===== src/rtl/oled_pkg.sv =====
// Shared OLED geometry and pixel-tracker state encoding.
package oled_pkg;

   localparam int OLED_WIDTH  = 96;
   localparam int OLED_HEIGHT = 64;
   localparam int OLED_PIXELS = OLED_WIDTH * OLED_HEIGHT;
   localparam int OLED_IDX_W  = 13;
   localparam int OLED_X_W    = 7;
   localparam int OLED_Y_W    = 6;

   typedef enum logic [1:0] {INIT, TRACK, RESYNC, OOR} track_state_t;

endpackage


===== src/rtl/coord_divider.sv =====
// Iterative restoring divider by a constant: one subtraction per cycle.
module coord_divider #(
   parameter int DIVISOR = 96,
   parameter int DIV_W   = 13,
   parameter int Q_W     = 6
) (
   input  logic             clock,
   input  logic             reset,
   input  logic             start,
   input  logic             abort,
   input  logic [DIV_W-1:0] dividend,
   output logic [Q_W-1:0]   quotient,
   output logic [DIV_W-1:0] remainder,
   output logic             done
);

   localparam logic [DIV_W-1:0] DIV_C = DIV_W'(DIVISOR);

   logic active;

   always_ff @(posedge clock) begin
      if (reset || abort) begin
         active    <= 1'b0;
         remainder <= '0;
         quotient  <= '0;
      end else if (start) begin
         active    <= 1'b1;
         remainder <= dividend;
         quotient  <= '0;
      end else if (active) begin
         if (remainder >= DIV_C) begin
            remainder <= remainder - DIV_C;
            quotient  <= quotient + Q_W'(1);
         end else begin
            active <= 1'b0;
         end
      end
   end

   // Done is presented for exactly the one cycle the result is final.
   assign done = active && (remainder < DIV_C);

endmodule


===== src/rtl/pixel_coord_tracker.sv =====
// Linear OLED pixel index to registered (x, y): counters for +1 steps,
// iterative divider for arbitrary jumps.
module pixel_coord_tracker
   import oled_pkg::*;
#(
   parameter int WIDTH  = OLED_WIDTH,
   parameter int HEIGHT = OLED_HEIGHT,
   parameter int IDX_W  = OLED_IDX_W,
   parameter int X_W    = OLED_X_W,
   parameter int Y_W    = OLED_Y_W
) (
   input  logic             clock,
   input  logic             reset,
   input  logic [IDX_W-1:0] pixel_index,
   output logic [X_W-1:0]   x,
   output logic [Y_W-1:0]   y,
   output logic             coord_valid,
   output logic             frame_start,
   output logic             line_start,
   output logic             busy,
   output logic             out_of_range
);

   // One extra bit so a full 2^IDX_W frame still compares correctly.
   localparam logic [IDX_W:0]   PIXELS = (IDX_W+1)'(WIDTH * HEIGHT);
   localparam logic [X_W-1:0]   X_LAST = X_W'(WIDTH - 1);

   track_state_t     state, state_nxt;
   logic [IDX_W-1:0] prev_idx, prev_nxt;
   logic [IDX_W-1:0] tgt_idx, tgt_nxt;
   logic [X_W-1:0]   x_nxt;
   logic [Y_W-1:0]   y_nxt;
   logic             valid_nxt, fs_nxt, ls_nxt, busy_nxt, oor_nxt;
   logic             div_start, div_abort, div_done;
   logic [Y_W-1:0]   div_q;
   logic [IDX_W-1:0] div_rem;
   logic             idx_oor;

   assign idx_oor = {1'b0, pixel_index} >= PIXELS;

   coord_divider #(
      .DIVISOR (WIDTH),
      .DIV_W   (IDX_W),
      .Q_W     (Y_W)
   ) u_div (
      .clock     (clock),
      .reset     (reset),
      .start     (div_start),
      .abort     (div_abort),
      .dividend  (pixel_index),
      .quotient  (div_q),
      .remainder (div_rem),
      .done      (div_done)
   );

   always_comb begin
      state_nxt = state;
      prev_nxt  = prev_idx;
      tgt_nxt   = tgt_idx;
      x_nxt     = x;
      y_nxt     = y;
      valid_nxt = coord_valid;
      fs_nxt    = 1'b0;
      ls_nxt    = 1'b0;
      busy_nxt  = busy;
      oor_nxt   = out_of_range;
      div_start = 1'b0;
      div_abort = 1'b0;
      if (idx_oor) begin
         state_nxt = OOR;
         oor_nxt   = 1'b1;
         valid_nxt = 1'b0;
         busy_nxt  = 1'b0;
         div_abort = 1'b1;
      // A held index 0 already being tracked falls through to the hold case,
      // so the frame pulse fires once per arrival.
      end else if (pixel_index == '0 && !(state == TRACK && prev_idx == '0)) begin
         state_nxt = TRACK;
         prev_nxt  = '0;
         x_nxt     = '0;
         y_nxt     = '0;
         valid_nxt = 1'b1;
         fs_nxt    = 1'b1;
         ls_nxt    = 1'b1;
         busy_nxt  = 1'b0;
         oor_nxt   = 1'b0;
         div_abort = 1'b1;
      end else if (state == TRACK && pixel_index == prev_idx) begin
         state_nxt = TRACK;
      end else if (state == TRACK && pixel_index == prev_idx + IDX_W'(1)) begin
         prev_nxt = pixel_index;
         if (x == X_LAST) begin
            x_nxt  = '0;
            y_nxt  = y + Y_W'(1);
            ls_nxt = 1'b1;
         end else begin
            x_nxt = x + X_W'(1);
         end
      end else if (state == RESYNC && pixel_index == tgt_idx) begin
         if (div_done) begin
            state_nxt = TRACK;
            prev_nxt  = tgt_idx;
            x_nxt     = X_W'(div_rem);
            y_nxt     = div_q;
            valid_nxt = 1'b1;
            busy_nxt  = 1'b0;
            ls_nxt    = (div_rem == '0);
         end
      end else begin
         state_nxt = RESYNC;
         tgt_nxt   = pixel_index;
         div_start = 1'b1;
         valid_nxt = 1'b0;
         busy_nxt  = 1'b1;
         oor_nxt   = 1'b0;
      end
   end

   always_ff @(posedge clock) begin
      if (reset) begin
         state        <= INIT;
         prev_idx     <= '0;
         tgt_idx      <= '0;
         x            <= '0;
         y            <= '0;
         coord_valid  <= 1'b0;
         frame_start  <= 1'b0;
         line_start   <= 1'b0;
         busy         <= 1'b0;
         out_of_range <= 1'b0;
      end else begin
         state        <= state_nxt;
         prev_idx     <= prev_nxt;
         tgt_idx      <= tgt_nxt;
         x            <= x_nxt;
         y            <= y_nxt;
         coord_valid  <= valid_nxt;
         frame_start  <= fs_nxt;
         line_start   <= ls_nxt;
         busy         <= busy_nxt;
         out_of_range <= oor_nxt;
      end
   end

endmodule


===== config.mk =====
export PLATFORM = sky130hd
export DESIGN_NAME = pixel_coord_tracker
export DESIGN_NICKNAME = d
export VERILOG_FILES = /design/src/rtl/oled_pkg.sv /design/src/rtl/coord_divider.sv /design/src/rtl/pixel_coord_tracker.sv
export SDC_FILE = /design/constraint.sdc
export NUM_CORES = 1
export LEC_CHECK = 0
export ABC_AREA = 1
export CAP_MARGIN = 10
export CORE_MARGIN = 2
export CORE_UTILIZATION = 64
export CTS_CLUSTER_SIZE = 14
export DETAILED_ROUTE_END_ITERATION = 7
export HOLD_SLACK_MARGIN = 0.12
export PLACE_DENSITY = 0.86
export SETUP_SLACK_MARGIN = 0.5
export SYNTH_ARGS = -nofsm -noshare
export SYNTH_HDL_FRONTEND = slang
export SYNTH_SLANG_ARGS = --single-unit

===== constraint.sdc =====
create_clock -name clock -period 4 [get_ports clock]
set_input_delay 0.8 -clock clock [delete_from_list [all_inputs] [get_ports clock]]
set_output_delay 0.8 -clock clock [all_outputs]
set_load 0.05 [all_outputs]

-- After elaboration in Yosys (flattened, before gate mapping)
Cells that the tools add are included.
- bits in registers: 66
- output and inout bits: 18
- word-level logic and storage cells: 123
- add/sub/neg operators: 5
- order comparisons: 3
- equality and inequality tests: 16
- muxes and demuxes: 54
- bitwise gates (word level): 5
- reductions and logical operators: 27
- operators by type and width (kind ; number):
    $mux 13 ; 8
    $mux 7 ; 6
    $eq 13x13->1 ; 3
    $logic_not 13->1 ; 3
    $mux 6 ; 6
    $mux 1 ; 28
    $add 13x1->13 const B ; 1
    $ge 13x13->1 const B ; 1
    $ge 13x7->1 const B ; 1
    $lt 13x7->1 const B ; 1
    $sub 13x7->13 const B ; 1
    $add 6x1->6 const B ; 2
    $mux 2 ; 6
    $ne 3x3->1 const B ; 4
    $reduce_and 5->1 ; 2
    $reduce_and 3->1 ; 3
    $add 7x1->7 const B ; 1
    $eq 7x7->1 const B ; 1
    $logic_and 1x1->1 ; 6
    $ne 2x2->1 const B ; 3
    $reduce_and 2->1 ; 3
    $reduce_bool 3->1 ; 2
    $ne 5x5->1 const B ; 1
    $not 1->1 ; 5
    10 further kinds ; 12

-- Longest topological paths before layout
Gate-level depths: netlist (run 1).
- depth after elaboration: 9
- gate-level depth with buffers: 18
- gate-level depth less buffers: 17

-- Cells and area by module
From an unflattened synthesis (run 1), not the netlist that was laid out.
- cells, all modules: 754
- area total of the unflattened synthesis: 4568.1 µm²
- by module, submodules not included (module ; instances ; cells each ; area an instance (µm²)):
    pixel_coord_tracker ; 1 ; 595 ; 3478.3
    coord_divider ; 1 ; 159 ; 1089.8

-- Least setup slack after synthesis (run 1)
Ideal clock, no wire load.
- path kind: in2reg
- start: input pixel_index[9]
- end: register tgt_idx[10]
- setup time: 0.132 ns
- arrival time: 2.109 ns
- data required time: 3.868 ns
- setup slack: 1.759 ns
- cell stages on the path: 14
- path buffers: 2
- path through: inv_1 or2_2 nand2_1 nor2_1 nand2_1 nor2_1 nand2_1 nand3_2 nor2_4 nand2_4 buf_6 buf_6 nand2_1 a21oi_1
- longest elaborated chain between the ends: 4
- elaborated cells on any way between the ends: 15
- classes of those cells: order compare: 1; eq/ne: 3; bitwise: 5; reduce/logical: 6
- ends and longest elaborated chain (item ; RTL line ; RTL):
    start, declared ; pixel_coord_tracker.sv:14 ; input logic [IDX_W-1:0] pixel_index,
    branches (longest 3 deep; another with $ge 13x13->1) ; n/a ;
    $reduce_and 5->1 (no source line) * ; n/a ;
    end signal, assigned ; pixel_coord_tracker.sv:134 ; tgt_idx <= tgt_nxt;
    end, declared ; pixel_coord_tracker.sv:30 ; logic [IDX_W-1:0] tgt_idx, tgt_nxt;
Mark *: on every way between the ends.
A chain may end at the register's enable or synchronous reset.

-- Worst setup path in the final report (run 1)
- start: input pixel_index[1]
- end: register u_div.remainder[10]
- longest elaborated chain between the ends: 9
- elaborated cells on any way between the ends: 21
- classes of those cells: order compare: 1; eq/ne: 3; mux: 8; reduce/logical: 9
- ends and longest elaborated chain (item ; RTL line ; RTL):
    $eq 13x13->1 ; pixel_coord_tracker.sv:99 ; end else if (state == RESYNC && pixel_index == tgt_idx) begin
    $logic_and 1x1->1 ; pixel_coord_tracker.sv:99 ;
    $mux 1 ; pixel_coord_tracker.sv:99 ;
    $mux 1 ; pixel_coord_tracker.sv:90 ; end else if (state == TRACK && pixel_index == prev_idx + IDX_W'(1)) begin
    $mux 1 ; pixel_coord_tracker.sv:88 ; end else if (state == TRACK && pixel_index == prev_idx) begin
    $mux 1 ; pixel_coord_tracker.sv:77 ; end else if (pixel_index == '0 && !(state == TRACK && prev_idx == '0)) begin
    $mux 1 ; pixel_coord_tracker.sv:69 ; if (idx_oor) begin
    $reduce_bool 2->1 (no source line) ; n/a ;
    $reduce_and 2->1 (no source line) ; n/a ;
    end signal, assigned ; coord_divider.sv:28 ; remainder <= dividend;
    end signal, assigned ; coord_divider.sv:32 ; remainder <= remainder - DIV_C;
    end, declared ; coord_divider.sv:13 ; output logic [DIV_W-1:0] remainder,
Several ways; a longest one is shown, not always the timed one.

==> flow_metrics.env, run 1 <==
export IMPL_outcome="finished clean"
export IMPL_async_reset_ff_share_pct=0
export IMPL_seq_area_frac_synth_pct=29.8
export IMPL_cts_buffers=9
export IMPL_vias=4810
export IMPL_detail_route_antenna_nets=0
export IMPL_crit_chain="clkdlybuf4s50_1 > inv_1 > nand2_1 > nand3_1 > nor2_1 > nand2_1 > nor2_1 > nand3_2 > nor2_4 > nand2_4 > nand2_4 > nand2_2 > nor2_2 > nand2_1 > nand2_1"
export IMPL_cts_reportedPaths_clkPinSlew_ns=0.08
export IMPL_path_common_cell="nand2_1"
export IMPL_crit_fanout=29
export IMPL_wl_mm=12.8
export IMPL_fin_setup_tns_ns=0
export IMPL_dp_hpwl_mm=9.72
export IMPL_dr_pass1_iters=7
export IMPL_powerDensity_mw_per_mm2=319
export IMPL_drc=0
export IMPL_path_class="primary input to flop"
export IMPL_die_width_um=87.3
export IMPL_grt_pass1_vias=4331
export IMPL_power_leakage_nw=2.28
export IMPL_initial_core_util_pct=65.7
export IMPL_grt_pass1_wl_mm=20.7
export IMPL_avgSynthCellArea_um2=6.07
export IMPL_routedWlPerCell_um=15.2
export IMPL_p_total_mw=1.60
export IMPL_drive_gt1_share_pct=7.18
export IMPL_io_pin_count=33
export IMPL_max_stage_delay_ns=0.60
export IMPL_htreeDepth=3
export IMPL_peakVddDrop_uv=270
export IMPL_finalCritPeriodShare_pct=76.7
export IMPL_fill_cells=561
export IMPL_cts_resized=0
export IMPL_cap_violations=0
export IMPL_dominantRegCellSynth="dfxtp_1"
export IMPL_detail_route_vias_per_cell=5.69
export IMPL_grt_max_degree=37
export IMPL_multiInputGateArea_mm2=0.00265
export IMPL_synth_seq_cells=66
export IMPL_synthesis_area_mm2=0.00444
export IMPL_fp_coreArea_mm2=0.00676
export IMPL_yosys_cell_types_count=35
export IMPL_slew_limit_headroom_pct=53.8
export IMPL_cts_tree="yes"
export IMPL_port_buffers=32
export IMPL_rsz0062_at_grt="no"
export IMPL_finalSetupViolCount=0
export IMPL_diodes=0
export IMPL_worstMarginPinSlew_ns=0.693
export IMPL_hp_class="flop to flop"
export IMPL_cts_setup_buffers=0
export IMPL_grt_use_total_pct=34.7
export IMPL_cp_arrival_ns=3.37
export IMPL_final_cell_mix="nand2_1 (251), inv_1 (88), nor2_1 (71)"
export IMPL_syn_num_nets=753
export IMPL_cp_start_kind="primary input"
export IMPL_synth_edf_count=0
export IMPL_min_period_ns=3.07
export IMPL_nNetsFinal=782
export IMPL_cts_hold_buf=0
export IMPL_placed_area_mm2=0.00478
export IMPL_register_area_mm2=0.00132
export IMPL_drt_iter0_markers=341
export IMPL_root_buffer="clkbuf_8"
export IMPL_hold_viol=0
export IMPL_clock_sinks=66
export IMPL_final_common_cell="nand2_1"
export IMPL_ys_warn_count=0
export IMPL_gr_total_overflow=0
export IMPL_area_delta_synth_final_pct=13.1
export IMPL_clkLatencyLatePin_ns=0.37
export IMPL_rows=30
export IMPL_end_kind="flop"
export IMPL_syn_inst=732
export IMPL_cts_path_max_buffers=2
export IMPL_worstPathRequired_ns=4.30
export IMPL_slowest_stage="clkdlybuf4s50_1"
export IMPL_die_area_mm2=0.00762
export IMPL_antenna_found_initial=0
export IMPL_final_core_util_pct=74.3
export IMPL_fin_area_mm2=0.00502
export IMPL_die_height_um=87.3
export IMPL_skew_ns=0.0174
export IMPL_place_congestion=0.951
export IMPL_max_freq_mhz=326
export IMPL_final_max_slew_viol_count=0
## cell families (layout without fill, tap and decap cells)
kind of cell / Yosys count / in the layout / synth area share [%]
AO/OA/AOI/OAI: 94 / 94 / 10.9
XOR/XNOR: 25 / 25 / 4.93
adder cells (fa/ha/maj): 6 / 6 / 1.69
buffers and inverters: 112 / 146 / 10.6
flip-flops: 66 / 66 / 29.8
AND/OR/NAND/NOR: 429 / 429 / 42.2
## power breakdown
part | internal (mW) | switching, mW
logic | 0.0693 | 0.138
clock network | 0.418 | 0.282
registers | 0.676 | 0.0205
total | 1.16 | 0.440
## cell type report
class                   count  share of cell area (%)
repair buffers             37                    7.13
clock buffers              10                    2.54
clock inverters             6                    2.24
flip-flops and latches     66                    26.3
well taps                  80                    1.99
inverters                  93                    7.00
multi-input cells         554                    52.8
## critical path, delay by kind of cell
kind | cells | cell delay [ns]
and+or+nand+nor | 13 | 1.81
buffers and inverters | 2 | 0.74
## registers in the layout (all words and copies together), names as in the netlist
name	flops
u_div.active	1
out_of_range	1
u_div.quotient	6
busy	1
coord_valid	1
tgt_idx	13
u_div.remainder	13
state	2
x	7
line_start	1
frame_start	1
prev_idx	13
y	6
## per-stage QoR
stage               hold WS, ns  instances  setup slack (ns)
floorplan                 0.452        732              1.76
global placement          0.464        830             0.677
detailed placement        0.462        830             0.621
CTS                       0.476        846             0.977
global route              0.500        846             0.695
finish                    0.473        846             0.932
## path summary, 6_finish.rpt
| kind | from | end | slack [ns] | cells after the start |
|---|---|---|---|---|
| worst max-delay path | pixel_index[1] | u_div.remainder[10] | 0.93 | 15 |
| worst min-delay path | busy | busy | 0.47 | 2 |
| worst max register to register | prev_idx[0] | u_div.remainder[10] | 1.31 | 15 |
| worst min register to register | busy | busy | 0.47 | 2 |
## synth_stat cells, types with 7 or more instances
| master | count | area, µm² |
|---|---|---|
| nor2_1 | 71 | 267 |
| inv_1 | 88 | 330 |
| xnor2_1 | 10 | 87.6 |
| o21ai_0 | 30 | 150 |
| dfxtp_1 | 66 | 1320 |
| nand2_1 | 251 | 942 |
| xor2_1 | 15 | 131 |
| nand3_1 | 46 | 230 |
| nor2_2 | 7 | 43.8 |
| nand2_2 | 7 | 43.8 |
| nand4_1 | 18 | 113 |
| a21oi_1 | 53 | 265 |
## routing by layer
layer	GRT usage, %	up-vias	routed length (µm)
met4	11.5	0	334
met3	7.11	31	911
li1	-	2371	-
met1	47.3	2174	5710
met2	55.0	234	5870
met5	0	-	0
Note: power is estimated with default switching activity, not from simulation.
==> inputs of run 2 (changes only) <==
--- a/config.mk
+++ b/config.mk
@@ -8,11 +8,11 @@
 export ABC_AREA = 1
 export CAP_MARGIN = 10
 export CORE_MARGIN = 2
-export CORE_UTILIZATION = 64
+export CORE_UTILIZATION = 59
 export CTS_CLUSTER_SIZE = 14
 export DETAILED_ROUTE_END_ITERATION = 7
 export HOLD_SLACK_MARGIN = 0.12
-export PLACE_DENSITY = 0.86
+export PLACE_DENSITY = 0.8
 export SETUP_SLACK_MARGIN = 0.5
 export SYNTH_ARGS = -nofsm -noshare
 export SYNTH_HDL_FRONTEND = slang
==> constraint.sdc (replaced) <==
create_clock -name clock -period 2.99 [get_ports clock]
set_input_delay 0.598 -clock clock [delete_from_list [all_inputs] [get_ports clock]]
set_output_delay 0.598 -clock clock [all_outputs]
set_load 0.05 [all_outputs]
==> run 2 against run 1 <==
Sequential cell count did not move; register-to-register slack got worse by 0.71 ns; sequential share of layout area fell by 1.9 points; non-clock buffer count rose by 28; final cell count rose by 5.7%; global-route usage fell by 3.1 points; critical path type unchanged; largest cell class unchanged.
==> flow_metrics.env, run 2 (same netlist as run 1, synthesis figures left out) <==
export IMPL_end_kind="flop"
export IMPL_io_pin_count=33
export IMPL_cap_violations=0
export IMPL_final_cells=894
export IMPL_port_buffers=32
export IMPL_htreeDepth=3
export IMPL_placed_area_mm2=0.00494
export IMPL_final_cell_mix="nand2_1 (243), inv_1 (83), nor2_1 (68)"
export IMPL_gr_total_overflow=0
export IMPL_die_height_um=90.8
export IMPL_rows=31
export IMPL_die_width_um=90.8
export IMPL_detail_route_antenna_nets=0
export IMPL_peakVddDrop_uv=410
export IMPL_cp_arrival_ns=2.69
export IMPL_cts_buffers=9
export IMPL_hp_class="flop to flop"
export IMPL_root_buffer="clkbuf_8"
export IMPL_cp_start_kind="primary input"
export IMPL_cts_reportedPaths_clkPinSlew_ns=0.08
export IMPL_routedWlPerCell_um=14.9
export IMPL_clkLatencyLatePin_ns=0.36
export IMPL_finalCritPeriodShare_pct=80.6
export IMPL_drc=0
export IMPL_dr_pass1_iters=5
export IMPL_path_class="primary input to flop"
export IMPL_largest_registers="prev_idx: 13 flops, tgt_idx: 13 flops, u_div.remainder: 13 flops"
export IMPL_fin_area_mm2=0.00543
export IMPL_finalSetupViolCount=0
export IMPL_final_max_slew_viol_count=0
export IMPL_fp_coreArea_mm2=0.00725
export IMPL_initial_core_util_pct=61.2
export IMPL_cts_tree="yes"
export IMPL_cts_path_max_buffers=2
export IMPL_diodes=0
export IMPL_grt_use_total_pct=31.7
export IMPL_vias=4953
export IMPL_die_area_mm2=0.00824
export IMPL_wl_mm=13.3
export IMPL_final_common_cell="nand2_1"
export IMPL_dp_hpwl_mm=9.60
export IMPL_slew_limit_headroom_pct=53.6
export IMPL_r2r_slack_ns=0.60
export IMPL_fin_setup_tns_ns=0
export IMPL_antenna_found_initial=0
export IMPL_area_delta_synth_final_pct=22.2
export IMPL_crit_fanout=7
export IMPL_detail_route_vias_per_cell=5.54
export IMPL_max_freq_mhz=415
export IMPL_worstPathRequired_ns=3.27
export IMPL_place_congestion=0.987
export IMPL_clock_sinks=66
export IMPL_grt_max_degree=37
export IMPL_power_leakage_nw=2.51
export IMPL_drive_gt1_share_pct=13.7
export IMPL_min_period_ns=2.41
export IMPL_hold_viol=0
export IMPL_fill_cells=595
export IMPL_skew_ns=0.00920
export IMPL_place_inst=867
export IMPL_drt_iter0_markers=385
export IMPL_powerDensity_mw_per_mm2=393
export IMPL_nNetsFinal=811
export IMPL_outcome="finished clean"
export IMPL_worstMarginPinSlew_ns=0.689
export IMPL_grt_pass1_vias=4465
export IMPL_grt_pass1_wl_mm=21.1
export IMPL_rsz0062_at_grt="no"
export IMPL_p_total_mw=2.13
-- run 2: routing by layer --
layer	vias up	wire (µm)	track usage, %
met3	48	1050	5.93
met4	0	429	11.3
met5	-	0	0
li1	2439	-	-
met1	2249	5570	40.1
met2	217	6270	53.7
-- run 2: cell type report --
type	instances	area [µm²]	share of cell area, %
inverters	93	352	6.48
clock inverters	5	85.1	1.57
multi-input cells	555	2780	51.2
well taps	99	124	2.28
flip-flops and latches	66	1330	24.4
clock buffers	11	151	2.79
repair buffers	65	608	11.2
-- run 2: path summary, 6_finish.rpt --
path	from	endpoint	cells past startpoint
worst min register to register	x[3]	x[3]	2
worst max register to register	prev_idx[0]	y[0]	13
worst max-delay path	pixel_index[10]	y[0]	13
worst min-delay path	x[3]	x[3]	2
-- run 2: what timing repair did --
item | 4_1_cts | 5_1_grt
pin swaps | 2 | 14
gates cloned | 0 | 2
buffers inserted | 1 | 8
endpoints found under the setup margin | 13 | 64
resized for setup | 6 | 50
hold buffers | 0 | 0
-- run 2: power breakdown --
| part | total (mW) | switching [mW] | leakage [nW] | internal, mW |
|---|---|---|---|---|
| Clock | 0.892 | 0.373 | 0.116 | 0.519 |
| Sequential | 0.932 | 0.0281 | 0.540 | 0.904 |
| Combinational | 0.307 | 0.196 | 1.85 | 0.110 |
| Total | 2.13 | 0.597 | 2.51 | 1.53 |
-- run 2: through the flow --
| step | setup slack [ns] | util [%] | hold slack (ns) |
|---|---|---|---|
| after floorplan | 0.816 | - | 0.452 |
| after global placement | 0.128 | 68.1 | 0.468 |
| after detailed placement | 0.105 | 68.1 | 0.475 |
| after CTS | 0.505 | 71.7 | 0.489 |
| after global routing | 0.458 | 74.8 | 0.510 |
| final | 0.580 | 74.8 | 0.484 |
-- run 2: worst max-delay path, cell delays in order --
cell and delay, ns:
clkdlybuf4s50_1 0.50, xor2_1 0.18, buf_4 0.16, inv_1 0.07, nand2_1 0.06, nand2_1 0.05, inv_1 0.05, nor2_4 0.18
nand3_4 0.16, a21oi_4 0.24, buf_6 0.16, nand3_1 0.11, a21oi_1 0.17
